## src/rtl/button_frontend.sv

```systemverilog
// button_frontend
//
// Debounced, edge-detected front end for the two active-low brightness
// buttons (up/down). Each raw button is synchronized, debounced with a
// stable-level counter and turned into a one-cycle press pulse. Optional
// hold-to-repeat pulses are built only when BTN_AUTOREPEAT_EN is defined.
// The default build, with the macro undefined, emits exactly one pulse per
// debounced press.
//
// Ports:
//   clk          12 MHz system clock
//   rst_n        synchronous, active-low reset
//   up, down     raw buttons, active-low, asynchronous
//   up_pulse     one-cycle step-up request (registered)
//   down_pulse   one-cycle step-down request (registered)
//   up_held      debounced pressed level of up (registered)
//   down_held    debounced pressed level of down (registered)
//   dbg_state_o  debounce FSM states, {down[1:0], up[1:0]}
//
// Channel index 0 is up and channel index 1 is down.
module button_frontend #(
  parameter int unsigned DEBOUNCE_CYCLES = 120000,
  parameter int unsigned REPEAT_DELAY    = 6000000,
  parameter int unsigned REPEAT_PERIOD   = 1200000,
  parameter int unsigned CNT_W           = 24
) (
  input  logic       clk,
  input  logic       rst_n,
  input  logic       up,
  input  logic       down,
  output logic       up_pulse,
  output logic       down_pulse,
  output logic       up_held,
  output logic       down_held,
  output logic [3:0] dbg_state_o
);

  typedef enum logic [1:0] {
    IDLE        = 2'd0,
    PRESS_CHK   = 2'd1,
    PRESSED     = 2'd2,
    RELEASE_CHK = 2'd3
  } state_e;

  if (DEBOUNCE_CYCLES < 2 || REPEAT_DELAY < 1 || REPEAT_PERIOD < 1) begin : g_bad_params
    $error("button_frontend: DEBOUNCE_CYCLES must be >= 2, repeat counts >= 1");
  end

  localparam logic [CNT_W-1:0] DEB_LAST = CNT_W'(DEBOUNCE_CYCLES - 1);
  localparam logic [CNT_W-1:0] CNT_ONE  = CNT_W'(1);

  logic [1:0]       raw;
  logic [1:0]       sync1_q, sync2_q;
  state_e           state_q [2];
  state_e           state_d [2];
  logic [CNT_W-1:0] dcnt_q  [2];
  logic [CNT_W-1:0] dcnt_d  [2];
  logic [1:0]       press_d;
  logic [1:0]       held_d, held_q;
  logic [1:0]       evt;
  logic [1:0]       pulse_d, pulse_q;

  assign raw = {down, up};

  // Two-flop synchronizer; idles at 1 (released) out of reset so a button
  // held through reset is seen as a fresh falling edge.
  always_ff @(posedge clk) begin
    if (!rst_n) begin
      sync1_q <= 2'b11;
      sync2_q <= 2'b11;
    end else begin
      sync1_q <= raw;
      sync2_q <= sync1_q;
    end
  end

  // Debounce FSM next state. dcnt counts consecutive agreeing samples and is
  // cleared on every state change, so it never exceeds DEB_LAST.
  always_comb begin
    press_d = '0;
    held_d  = '0;
    for (int i = 0; i < 2; i++) begin
      state_d[i] = state_q[i];
      dcnt_d[i]  = dcnt_q[i];
      case (state_q[i])
        IDLE: begin
          if (!sync2_q[i]) begin
            state_d[i] = PRESS_CHK;
            dcnt_d[i]  = '0;
          end
        end
        PRESS_CHK: begin
          if (sync2_q[i]) begin
            state_d[i] = IDLE;
            dcnt_d[i]  = '0;
          end else if (dcnt_q[i] == DEB_LAST) begin
            state_d[i] = PRESSED;
            dcnt_d[i]  = '0;
            press_d[i] = 1'b1;
          end else begin
            dcnt_d[i] = dcnt_q[i] + CNT_ONE;
          end
        end
        PRESSED: begin
          if (sync2_q[i]) begin
            state_d[i] = RELEASE_CHK;
            dcnt_d[i]  = '0;
          end
        end
        RELEASE_CHK: begin
          if (!sync2_q[i]) begin
            state_d[i] = PRESSED;
            dcnt_d[i]  = '0;
          end else if (dcnt_q[i] == DEB_LAST) begin
            state_d[i] = IDLE;
            dcnt_d[i]  = '0;
          end else begin
            dcnt_d[i] = dcnt_q[i] + CNT_ONE;
          end
        end
        default: begin
          state_d[i] = IDLE;
          dcnt_d[i]  = '0;
        end
      endcase
      held_d[i] = (state_d[i] == PRESSED) || (state_d[i] == RELEASE_CHK);
    end
  end

`ifdef BTN_AUTOREPEAT_EN
  localparam logic [CNT_W-1:0] RD_LAST = CNT_W'(REPEAT_DELAY - 1);
  localparam logic [CNT_W-1:0] RP_LAST = CNT_W'(REPEAT_PERIOD - 1);

  logic [CNT_W-1:0] rcnt_q [2];
  logic [CNT_W-1:0] rcnt_d [2];
  logic [1:0]       first_q, first_d;  // 1 until the first repeat has fired
  logic [1:0]       rep_d;
  logic             both_held;

  // rcnt only advances while PRESSED and holds its value through a rejected
  // release bounce; it reloads on every repeat so it never wraps.
  always_comb begin
    rep_d   = '0;
    first_d = first_q;
    for (int i = 0; i < 2; i++) begin
      rcnt_d[i] = rcnt_q[i];
      if (press_d[i]) begin
        rcnt_d[i]  = '0;
        first_d[i] = 1'b1;
      end else if (state_q[i] == PRESSED && !sync2_q[i]) begin
        if (rcnt_q[i] == (first_q[i] ? RD_LAST : RP_LAST)) begin
          rep_d[i]   = 1'b1;
          rcnt_d[i]  = '0;
          first_d[i] = 1'b0;
        end else begin
          rcnt_d[i] = rcnt_q[i] + CNT_ONE;
        end
      end
    end
  end

  always_ff @(posedge clk) begin
    if (!rst_n) begin
      rcnt_q[0] <= '0;
      rcnt_q[1] <= '0;
      first_q   <= 2'b11;
    end else begin
      rcnt_q[0] <= rcnt_d[0];
      rcnt_q[1] <= rcnt_d[1];
      first_q   <= first_d;
    end
  end

  // Repeats keep counting while both buttons are held but are not emitted.
  assign both_held = held_q[0] & held_q[1];
  assign evt       = press_d | (rep_d & {2{~both_held}});
`else
  assign evt = press_d;
`endif

  // Simultaneous up and down requests cancel each other.
  assign pulse_d = (evt[0] & evt[1]) ? 2'b00 : evt;

  always_ff @(posedge clk) begin
    if (!rst_n) begin
      state_q[0] <= IDLE;
      state_q[1] <= IDLE;
      dcnt_q[0]  <= '0;
      dcnt_q[1]  <= '0;
      held_q     <= '0;
      pulse_q    <= '0;
    end else begin
      state_q[0] <= state_d[0];
      state_q[1] <= state_d[1];
      dcnt_q[0]  <= dcnt_d[0];
      dcnt_q[1]  <= dcnt_d[1];
      held_q     <= held_d;
      pulse_q    <= pulse_d;
    end
  end

  assign up_pulse    = pulse_q[0];
  assign down_pulse  = pulse_q[1];
  assign up_held     = held_q[0];
  assign down_held   = held_q[1];
  assign dbg_state_o = {state_q[1], state_q[0]};

endmodule

```

## config.mk

```make
export PLATFORM = sky130hd
export DESIGN_NAME = button_frontend
export DESIGN_NICKNAME = d
export VERILOG_FILES = /design/src/rtl/button_frontend.sv
export SDC_FILE = /design/constraint.sdc
export NUM_CORES = 1
export LEC_CHECK = 0
export CAP_MARGIN = 15
export CELL_PAD_IN_SITES_DETAIL_PLACEMENT = 0
export CELL_PAD_IN_SITES_GLOBAL_PLACEMENT = 2
export CORE_MARGIN = 1
export CORE_UTILIZATION = 39
export DETAILED_ROUTE_END_ITERATION = 10
export DONT_BUFFER_PORTS = 1
export PLACE_DENSITY = 0.79
export SLEW_MARGIN = 40
export SYNTH_ARGS = -nofsm -noshare
export SYNTH_HDL_FRONTEND = slang
export SYNTH_SLANG_ARGS = --single-unit
```

## constraint.sdc

```tcl
create_clock -name clk -period 2.1 [get_ports clk]
set_input_delay 0.42 -clock clk [delete_from_list [all_inputs] [get_ports clk]]
set_output_delay 0.42 -clock clk [all_outputs]
set_load 0.005 [all_outputs]
```

* After elaboration in Yosys (flattened, before gate mapping)
Memories as Yosys holds them, arrays and structs flattened.
Index checks and enable logic that the tools add are counted.
Widths: inputs -> output; s select.
** Cells by class
- Add/sub/neg operators :: 2
- Eq/ne operators :: 12
- Muxes and demuxes :: 38
- Bitwise logic cells :: 6
- Reductions and logical operators :: 5
** Operators with widths (count)
- $mux 24 :: 12
- $pmux 24 s4 :: 2
- $add 24x1->24 const B :: 2
- $eq 24x17->1 const B :: 2
- $mux 2 :: 14
- $eq 2x2->1 const B :: 8
- $pmux 2 s4 :: 2
- $mux 1 :: 8
- $eq 2x1->1 const B :: 2
- $logic_not 2->1 :: 2
- $or 1x1->1 :: 4
- $logic_or 1x1->1 :: 2
- $reduce_or 2->1 :: 1
- $and 1x1->1 :: 1
- $not 1->1 :: 1
** Word-level totals
- Register bits after elaboration :: 8
- Bits in writable memories :: 52
- Input port bits :: 4
- Output and inout port bits :: 8
- Word-level logic and storage cells :: 69
- Memories kept :: 2
** Memories
- dcnt_q :: depth 2, bits a word 24, rd ports 2, clocked after Yosys merged registers in 0, wr ports 2, line 56 : logic [CNT_W-1:0] dcnt_q [2];
- state_q :: depth 2, bits a word 2, rd ports 2, clocked after Yosys merged registers in 0, wr ports 2, line 54 : state_e state_q [2];

* Logic depth before layout (Yosys ltp)
Gate-level depths: netlist of the first run.
- Depth after elaboration :: 6
- Depth in mapped cells :: 8
- Depth with buffers taken out :: 7

* Worst setup path before layout of the first run
Ideal clock, no wire load.
- Path type :: register -> register
- Start :: memory state_q[0][2] in the netlist's numbering
- End :: memory dcnt_q[1][20], in the netlist dcnt_q[0][44]
- Setup time :: 0.117 ns
- Arrival time :: 1.869 ns
- Data required time :: 1.983 ns
- Slack :: 0.114 ns
- Cell stages (with the launch flop) :: 8
- Buffers on the path :: 0
- Clock period less this slack :: 1.986 ns
- Path through :: dfxtp_1 > inv_1 > ha_1 > nor2b_1 > or3b_2 > nor4_1 > xnor2_1 > nor2_1
** RTL lines (line)
- start, declared :: 54
- end, declared :: 56

==> metrics.md, run 1 <==
| Metric | Value |
|---|---|
| EDFF count, synth | 0 |
| Syn_area_per_cell | 8.27 um^2 |
| Flops & latches, synth | 60 |
| Hold Path Class | in2reg |
| Chip Width | roughly 94 um |
| GRT overflow | 0 |
| Fin crit period | around 2.0 ns |
| Peak VDD IR | approximately 0.42 mV |
| Normalized max-slew margin | between 50 and 60% |
| Synth top area share | between 30% and 40% |
| Most common cell in the netlist | dfxtp_1 |
| CTS tree | built |
| Clock skew | between 0.01 and 0.015 ns |
| Final Max Tran Viols | 0 |
| Final period utilization | between 90% and 100% |
| Util after Layout | 47.8% |
| Actual slew at the worst max-slew pin | 0.688 ns |
| Syn nets | 410 |
| Flip-flop and latch area | 1200 um^2 |
| Clk buf depth | 2 |
| PnR worst setup slack | 0.110 ns |
| CTS buffer count | 9 |
| Crit Path Max Fanout | 5 |
| CP cell instances | buf_4 -> ha_1 -> nor2b_1 -> a21oi_1 -> buf_4 -> or4b_2 -> o311ai_1 |
| Root Buffer | clkbuf_8 |
| Synth top cells by count | dfxtp_1 (60), nand2_1 (38), nor2_1 (38) |
| CTS clk-pin slew, worst paths | 0.07 ns |
| Vias per inst | 5.57 |
| Yosys top cell by area | dfxtp_1 |
| Final Setup Violations | 0 |
| Vias in the first global route | about 2.9k |
| MaxCap Viol Count | 0 |
| FFs w/ async S/R, synth | 0% |
| Area grow syn2layout | 19.4% |
| Layout Nets | 447 |
| Status | finished clean |
| Share of cells above drive strength 1 | 17.4% |
| PD cells | 802 nW/um^2 |
| Die ar. | 8770 um^2 |
| Site Rows | 33 |
| Cell mode on critical path | buf_4 |
| CTS sink cnt | 60 |
| Area of the multi-input gates | 2020 um^2 |
| Iter 0 DRT Violations | a little under 80 |
| Total power | approximately 0.0031 W |
| Cell at the slowest stage of the critical path | or4b_2 |
| Synth cell types | 57 |
| Fmax | about 0.5 GHz |
| Vias | slightly above 3k |
| Synthesis Warnings | 0 |
| Lkg Pwr | between 1 and 1.5 nW |
| H-tree Lvls | 3 |
| Final Hold Fails | 0 |
| Setup tns final | 0 ns |
| Ant diodes | 0 |
| Post-Synthesis Cells | between 300 and 400 |
| Core ar. | between 8000 and 9000 um^2 |
| Critical path endpoint category | flop |
| All-layer global routing usage | approximately a fifth |
| Routed wire length | between 8000 and 9000 um |
| Clock latency on the worst-skew pair | between 0.3 and 0.4 ns |
| RSZ-0062 raised after global routing | true |
| CP Buf/Inv Count | 2 |
| IO Port Bufs | 0 |
| Routed WL per cell | around 15 um |
| Synth Flop Type | dfxtp_1 |
| Dpl hpwl | 6100 um |
| First-pass DRT Iterations | 4 |
| DR DRC count | 0 |
| Largest net degree at the start of global routing | 42 |
| Synthesized area | between 3000 and 4000 um^2 |
| Register area share after synthesis | a little under two fifths |
| Crit-path max cell delay | a little over 0.6 ns |
| Ranking of synthesized cells by area | dfxtp_1 (37%), nand3_1 (5.2%), nand2_1 (4.4%) |
| Io pins | 12 |
| Delay-heaviest family, CP | simple AND/OR/NAND/NOR gates |
| Initial Util | between 40% and 50% |
| RePlAce Congestion | 0.822 |
| Data required time of the worst path | about 2.3 ns |
| Setup CP Type | reg2reg |
| Height of the die | between 90 and 100 um |
| Critical path launch point type | flop |
| Crit path DAT | ~2.2 ns |
| Post-DRT Antenna Nets | 0 |
| Placement Setup Slack | around 0.036 ns |
| Global-route wire length before repair | around 14,000 um |
| Antenna violations before repair | 0 |
| Final-layout fill cell count | between 800 and 900 |
## stage by stage
stage	hold slack, ns	area [um^2]	instances
after global routing	0.152	3910	543
after global placement	0.393	3650	526
after CTS	0.142	3870	542
final	0.156	3910	543
after detailed placement	0.391	3650	526
after floorplan	0.386	3280	396
## logic make-up (layout without fill, tap and decap cells)
logic type,Yosys count,count (layout),share of synthesized area (%)
adder cells (fa/ha/maj),10,10,3.82
AND/OR/NAND/NOR,224,224,38.5
XOR/XNOR,25,25,6.68
flip-flops,60,60,36.7
buffers and inverters,22,64,2.71
multiplexers,4,4,1.26
AO/OA/AOI/OAI,51,51,10.4
## what timing repair did
action                                  4_1_cts  5_1_grt
gates resized for setup                       0        9
endpoints found under the setup margin        0       37
buffers inserted                              0        1
endpoints found under the hold margin         0        0
hold buffers                                  0        0
## path summary, 6_finish.rpt
check	from	end	slack [ns]	cells past startpoint
max	state_q[0][2]	dcnt_q[0][27]	0.11	7
min	rst_n	sync2_q[1]	0.16	1
max reg2reg	state_q[0][2]	dcnt_q[0][27]	0.11	7
min reg2reg	sync1_q[1]	sync2_q[1]	0.41	1
## sequential cells by signal (all words and copies together), names as in the netlist
register	count
sync2_q	2
dcnt_q	48
pulse_q	2
held_q	2
state_q	4
sync1_q	2
## area by class of cell
type	count	share of cell area (%)
Multi-Input combinational cell	314	51.6
Tap cell	105	3.36
Inverter	10	0.960
Sequential cell	60	30.8
Timing Repair Buffer	38	7.62
Clock buffer	9	3.17
Clock inverter	7	2.56
## placed cells by master (no fill, tap or decap), types with 3 or more instances in the layout
| master | n |
|---|---|
| xor2_1 | 15 |
| nor4_1 | 9 |
| nor2_1 | 38 |
| o21ai_0 | 10 |
| nor3_1 | 14 |
| nand4_1 | 22 |
| inv_1 | 10 |
| nor4bb_1 | 3 |
| nand4b_1 | 4 |
| ha_1 | 10 |
| and4_1 | 3 |
| or4_1 | 5 |
| nor4_2 | 4 |
| xnor2_1 | 10 |
| a21oi_1 | 13 |
| nand3_1 | 34 |
| clkbuf_8 | 9 |
| buf_4 | 37 |
| o311ai_1 | 3 |
| nor2b_1 | 3 |
| clkinv_4 | 3 |
| and3_1 | 13 |
| nand2b_1 | 7 |
| and2_1 | 3 |
| dfxtp_1 | 59 |
| mux2i_1 | 3 |
| nand2_1 | 37 |
| or3_1 | 6 |
## report_power, final
| group | switching (W) | internal, W |
|---|---|---|
| clock | 0.000499 | 0.000676 |
| sequential | 0.0000417 | 0.00119 |
| combinational | 0.000432 | 0.000305 |
| total | 0.000972 | 0.00217 |
## routing by layer
metal / wire length [um] / track usage [%] / up-vias
li1: - / - / 1542
met1: 3740 / 23.4 / 1441
met2: 4310 / 37.2 / 36
met3: 234 / 4.23 / 7
met4: 82 / 6.03 / 0
met5: 0 / 0 / -
(Power assumes the default switching activity.)
==> inputs of run 2 (changes only) <==
--- a/config.mk
+++ b/config.mk
@@ -5,14 +5,15 @@
 export SDC_FILE = /design/constraint.sdc
 export NUM_CORES = 1
 export LEC_CHECK = 0
+export ABC_AREA = 1
 export CAP_MARGIN = 15
 export CELL_PAD_IN_SITES_DETAIL_PLACEMENT = 0
 export CELL_PAD_IN_SITES_GLOBAL_PLACEMENT = 2
 export CORE_MARGIN = 1
-export CORE_UTILIZATION = 39
+export CORE_UTILIZATION = 38
 export DETAILED_ROUTE_END_ITERATION = 10
 export DONT_BUFFER_PORTS = 1
-export PLACE_DENSITY = 0.79
+export PLACE_DENSITY = 0.84
 export SLEW_MARGIN = 40
 export SYNTH_ARGS = -nofsm -noshare
 export SYNTH_HDL_FRONTEND = slang
==> constraint.sdc (replaced) <==
create_clock -name clk -period 2.4 [get_ports clk]
set_input_delay 0.48 -clock clk [delete_from_list [all_inputs] [get_ports clk]]
set_output_delay 0.48 -clock clk [all_outputs]
set_load 0.005 [all_outputs]
==> run 2 against run 1 <==
  * Sequential power decreased by 9.8%
  * Setup slack improved by 0.18 ns
  * Global-route usage decreased by 0.36 points
  * Register-to-register slack improved by 0.18 ns
  * Sequential share of layout area increased by 1.9 points
  * Critical path depth increased by 2
  * Final cell count increased by 16%
  * Critical endpoint is now dcnt_q[0][40]
  * Largest cell class unchanged
  * Highest routed layer unchanged
==> metrics.md, run 2 <==
| Metric | Value |
|---|---|
| Status | finished clean |
| Post-Synthesis Cells | ~520 |
| Final period utilization | roughly 90% |
| Largest net degree at the start of global routing | 21 |
| Antenna violations before repair | 0 |
| Crit path DAT | 2.39 ns |
| Final-layout fill cell count | around 950 |
| Biggest register | dcnt_q |
| Yosys top cell by area | dfxtp_1 |
| Post-CTS Resized | 0 |
| Fin cells | 632 |
| Height of the die | 97.0 um |
| Ant diodes | 0 |
| Normalized max-slew margin | a little over two thirds |
| Fin crit period | 2.11 ns |
| Synth Flop Type | dfxtp_1 |
| Gate power share | approximately 27% |
| Synth top area share | around a third |
| CTS Hold Bufs | 0 |
| First-pass DRT Iterations | 4 |
| RSZ-0062 raised after global routing | false |
| Post-DRT Antenna Nets | 0 |
| MaxCap Viol Count | 0 |
| Hold Path Class | in2reg |
| Ranking of synthesized cells by area | dfxtp_1 (35%), nor2_1 (12%), nand2_1 (11%) |
| Placed cells | slightly above 600 |
| Flops & latches, synth | 60 |
| CTS sink cnt | 60 |
| Reg power frac | between 40% and 50% |
| Layout Nets | ~540 |
| Die ar. | approximately 9400 um^2 |
| Fmax | around 0.47 GHz |
| Final Hold Fails | 0 |
| Syn_area_per_cell | approximately 6.6 um^2 |
| Setup CP Type | reg2reg |
| Routed WL per cell | ~13 um |
| Chip Width | between 90 and 100 um |
| Most common cell after layout, fill and taps aside | nor2_1 |
| Iter 0 DRT Violations | 74 |
| Synth cell types | 36 |
| Critical path endpoint category | flop |
| Commonest cells after routing, fill and taps aside | nor2_1 (106), nand2_1 (102), inv_1 (61) |
| RePlAce Congestion | ~0.85 |
| Clock share of power | a little under a third |
| Lkg Pwr | between 1 and 1.5 nW |
| Switching Power | around 0.001 W |
| Crit Path Max Fanout | 15 |
| Dpl hpwl | roughly 6400 um |
| CTS tree | built |
| CTS buffer count | 9 |
| CTS clk-pin slew, worst paths | ~0.07 ns |
| Clock skew | 0.0120 ns |
| Peak VDD IR | approximately 0.24 mV |
| Data required time of the worst path | between 2 and 3 ns |
| FFs w/ async S/R, synth | 0% |
| Area grow syn2layout | 7.30% |
| Actual slew at the worst max-slew pin | between 0.4 and 0.5 ns |
| Share of cells above drive strength 1 | 8.21% |
| DR DRC count | 0 |
| Synth top cells by count | nor2_1 (106), nand2_1 (102), inv_1 (61) |
| Site Rows | 34 |
| Syn nets | between 500 and 600 |
| Max reg flops | 48 |
| H-tree Lvls | 3 |
| Core ar. | roughly 8700 um^2 |
| Internal power | about 0.0017 W |
| All-layer global routing usage | between 10% and 20% |
| EDFF count, synth | 0 |
| Root Buffer | clkbuf_8 |
| Register area share after synthesis | between 30% and 40% |
| Vias | between 3k and 4k |
| GRT overflow | 0 |
| PD cells | around 730 nW/um^2 |
| Initial Util | slightly below 40% |
| Io pins | 12 |
| Final Max Tran Viols | 0 |
| Clock latency on the worst-skew pair | 0.35 ns |
| Clk buf depth | 2 |
| Setup tns final | 0 ns |
| IO Port Bufs | 0 |
| Critical path launch point type | flop |
| Vias in the first global route | 3,167 |
| Top Registers | dcnt_q: 48 flops, state_q: 4 flops |
| Sw Share | 37.2% |
| Routed wire length | roughly 8500 um |
| Setup bufs post-CTS | 0 |
| Vias per inst | 4.96 |
| Final Setup Violations | 0 |
| Synthesized area | 3430 um^2 |
| Global-route wire length before repair | about 15,000 um |
| Synthesis Warnings | 0 |
| Most common cell in the netlist | nor2_1 |
run 2: changes by cell type after synthesis, moves of 7 or more:
cell,change
nor2_1,+68
nand4_1,-9
and3_1,-12
nor4_1,-10
nor3_1,+8
inv_1,+51
clkbuf_1,-8
nand2b_1,-7
o21ai_0,+8
a21oi_1,+7
nand2_1,+64
xnor2_1,-8
run 2: power by group through the flow:
stage	clock (W)	sequential, W	combinational (W)
after CTS	0.000872	0.00111	0.000738
after detailed placement	0	0.00113	0.000733
after global routing	0.000924	0.00112	0.000833
final	0.000852	0.00111	0.000728
after floorplan	0	0.00112	0.000633
after global placement	0	0.00113	0.000727
run 2: layout make-up:
| cell class | instances | area (um^2) | area share, % |
|---|---|---|---|
| Multi-Input combinational cell | 383 | 1910 | 52.0 |
| Clock buffer | 12 | 165 | 4.49 |
| Tap cell | 108 | 135 | 3.67 |
| Timing Repair Buffer | 1 | 7.51 | 0.204 |
| Clock inverter | 2 | 10.0 | 0.272 |
| Sequential cell | 60 | 1200 | 32.7 |
| Inverter | 66 | 248 | 6.73 |
run 2: routing by layer:
| layer | GRT usage (%) | wire (um) |
|---|---|---|
| met1 | 22.4 | 3820 |
| met5 | 0 | 0 |
| met4 | 9.53 | 189 |
| met2 | 36.1 | 4340 |
| met3 | 3.25 | 167 |
run 2: cell families (layout without fill, tap and decap cells):
family,after synthesis,in the layout,share of synthesized area [%]
adder cells (fa/ha/maj),10,10,3.65
flip-flops,60,60,35.0
XOR/XNOR,13,13,3.32
AND/OR/NAND/NOR,312,312,41.1
buffers and inverters,75,81,9.20
AO/OA/AOI/OAI,48,48,7.66
run 2: through the flow:
| stage | power, W | hold WS, ns | cell area (um^2) | utilization, % | setup WS, ns |
|---|---|---|---|---|---|
| 2_1_floorplan | 0.00175 | 0.393 | 3430 | - | 0.774 |
| 3_3_place_gp | 0.00186 | 0.396 | 3500 | 40.2 | 0.366 |
| 3_5_place_dp | 0.00187 | 0.400 | 3500 | 40.2 | 0.273 |
| 4_1_cts | 0.00272 | 0.228 | 3680 | 42.2 | 0.247 |
| 5_1_grt | 0.00287 | 0.223 | 3680 | 42.2 | 0.00739 |
| 6_report | 0.00269 | 0.239 | 3680 | 42.2 | 0.289 |
run 2: final timing paths:
kind                 startpoint             to  slack, ns  depth (start not counted)
setup / recovery  state_q[0][3]  dcnt_q[0][40]       0.29                          9
hold / removal               up     sync1_q[0]       0.24                          1
setup reg to reg  state_q[0][3]  dcnt_q[0][40]       0.29                          9
hold reg to reg      sync1_q[1]     sync2_q[1]       0.41                          1
run 2: critical path: stages, from the launching register on:
cell and delay (ns):
dfxtp_1 0.43, inv_1 0.12, ha_1 0.29, inv_1 0.06, nand3_1 0.11, nand2_4 0.19, inv_1 0.23, a21oi_1 0.45
nand2_1 0.10, nor2_1 0.09
==> inputs of run 3 (changes only) <==
--- a/config.mk
+++ b/config.mk
@@ -11,9 +11,12 @@
 export CELL_PAD_IN_SITES_GLOBAL_PLACEMENT = 2
 export CORE_MARGIN = 1
 export CORE_UTILIZATION = 38
+export CTS_CLUSTER_SIZE = 12
 export DETAILED_ROUTE_END_ITERATION = 10
 export DONT_BUFFER_PORTS = 1
 export PLACE_DENSITY = 0.84
+export REMOVE_ABC_BUFFERS = 1
+export SKIP_LAST_GASP = 1
 export SLEW_MARGIN = 40
 export SYNTH_ARGS = -nofsm -noshare
 export SYNTH_HDL_FRONTEND = slang
==> run 3 against run 2 <==
  * Register-to-register slack gained 0.03 ns
  * Routed wire length shrank 1.2%
  * Final cell count grew 0.47%
  * Critical path depth is the same
  * Non-clock buffer count grew 1
  * Clock-buffer cell count grew 1
==> metrics.md, run 3 (synthesis gave the netlist of run 2 again) <==
| Metric | Value |
|---|---|
| CTS Hold Bufs | 0 |
| CTS tree | built |
| Area grow syn2layout | 10.3% |
| Clock latency on the worst-skew pair | 0.34 ns |
| Post-CTS Resized | 0 |
| Clk buf depth | 2 |
| Final period utilization | between 80% and 90% |
| Crit-path max cell delay | 0.42 ns |
| Clock skew | roughly 0.0076 ns |
| Cell mode on critical path | inv_1 |
| Post-DRT Antenna Nets | 0 |
| CTS clk-pin slew, worst paths | around 0.070 ns |
| Vias | ~3.2k |
| DR DRC count | 0 |
| Peak VDD IR | between 0.3 and 0.4 mV |
| Max reg flops | between 40 and 50 |
| Most common cell after layout, fill and taps aside | nor2_1 |
| Routed wire length | between 8000 and 9000 um |
| Final Hold Fails | 0 |
| Normalized max-slew margin | between 60% and 70% |
| Site Rows | 34 |
| All-layer global routing usage | approximately 19% |
| Chip Width | a little under 100 um |
| PD cells | roughly 810 nW/um^2 |
| MaxCap Viol Count | 0 |
| Global-route wire length before repair | roughly 15,000 um |
| Height of the die | between 90 and 100 um |
| Biggest register | dcnt_q |
| Initial Util | about two fifths |
| Iter 0 DRT Violations | 69 |
| First-pass DRT Iterations | 4 |
| Actual slew at the worst max-slew pin | roughly 0.51 ns |
| Setup bufs post-CTS | 0 |
| CTS sink cnt | 60 |
| Vias in the first global route | approximately 3.0k |
| Final Max Tran Viols | 0 |
| Layout Nets | around 540 |
| Die ar. | approximately 9400 um^2 |
| Vias per inst | a little under 5 |
| Io pins | 12 |
| Share of cells above drive strength 1 | under 10% |
| Fin cells | approximately 640 |
| Crit path DAT | between 2 and 2.5 ns |
| Fin crit period | roughly 2.1 ns |
| Top Registers | dcnt_q: 48 flops, state_q: 4 flops |
| Crit Path Max Fanout | 15 |
| Antenna violations before repair | 0 |
| Final Setup Violations | 0 |
| Dpl hpwl | approximately 6300 um |
| CTS buffer count | 9 |
| Ant diodes | 0 |
| Cell at the slowest stage of the critical path | dfxtp_1 |
| Placed cells | a little over 600 |
| Commonest cells after routing, fill and taps aside | nor2_1 (106), nand2_1 (102), inv_1 (61) |
| Setup CP Type | reg2reg |
| Status | finished clean |
| Lkg Pwr | ~1.4 nW |
| IO Port Bufs | 0 |
| GRT overflow | 0 |
| Largest net degree at the start of global routing | 21 |
| Fmax | between 0.4 and 0.5 GHz |
| Critical path launch point type | flop |
| Critical path endpoint category | flop |
| Routed WL per cell | 13.2 um |
| RePlAce Congestion | 0.898 |
| Hold Path Class | in2reg |
| H-tree Lvls | 3 |
| RSZ-0062 raised after global routing | false |
| CP cell instances | inv_1 -> ha_1 -> inv_1 -> nand3_1 -> nand2_4 -> inv_1 -> a21oi_1 -> nand2_1 -> nor2_1 |
| Setup tns final | 0 ns |
| Data required time of the worst path | 2.68 ns |
| Core ar. | just under 9000 um^2 |
| Root Buffer | clkbuf_8 |
## run 3: cell types whose count changed in the layout (fill, tap and decap cells not counted)
cell       before  now
clkinv_2        2    0
buf_4           1    2
bufinv_16       0    3
clkbuf_8       12   13
## run 3: power breakdown
| part | internal [W] | switching, W | leakage (nW) |
|---|---|---|---|
| Combinational | 0.000194 | 0.000532 | 0.811 |
| Clock | 0.000804 | 0.000429 | 0.136 |
| Sequential | 0.00105 | 0.0000573 | 0.485 |
| Total | 0.00205 | 0.00102 | 1.43 |
## run 3: path summary, 6_finish.rpt
path                               startpoint            end  slack [ns]  cells after the start
worst max-delay path            state_q[0][3]  dcnt_q[0][44]        0.32                      9
worst min-delay path                     down     sync1_q[1]        0.24                      1
worst max register to register  state_q[0][3]  dcnt_q[0][44]        0.32                      9
worst min register to register     sync1_q[0]     sync2_q[0]        0.42                      1
## run 3: per-layer routing
metal	routed length [um]	GRT usage (%)	vias to the layer above
met1	4000	24.5	1447
met5	0	0	-
met3	154	3.11	10
met4	119	7.00	0
met2	4140	32.7	37
li1	-	-	1665
## run 3: through the flow
step / area (um^2) / setup WS (ns) / utilization, % / total power, W / hold slack, ns
2_1_floorplan: 3360 / 0.548 / - / 0.00165 / 0.393
3_3_place_gp: 3510 / 0.371 / 40.3 / 0.00185 / 0.396
3_5_place_dp: 3510 / 0.320 / 40.3 / 0.00186 / 0.400
4_1_cts: 3780 / 0.300 / 43.3 / 0.00309 / 0.226
5_1_grt: 3780 / 0.0608 / 43.3 / 0.00325 / 0.230
6_report: 3780 / 0.315 / 43.3 / 0.00307 / 0.238
## run 3: layout make-up
| cell class | instances | area (um^2) |
|---|---|---|
| flip-flops and latches | 60 | 1200 |
| inverters | 66 | 248 |
| well taps | 108 | 135 |
| clock buffers | 13 | 179 |
| clock inverters | 3 | 90.1 |
| repair buffers | 2 | 15.0 |
| fillers | 938 | 4940 |
| multi-input cells | 383 | 1910 |
## run 3: worst max-delay path, delay by kind of cell, from the launching register on
family,cells,cell delay [ns]
buffers and inverters,3,0.43
AO/OA/AOI/OAI,1,0.41
flip-flops,1,0.42
adder cells (fa/ha/maj),1,0.28
AND/OR/NAND/NOR,4,0.48
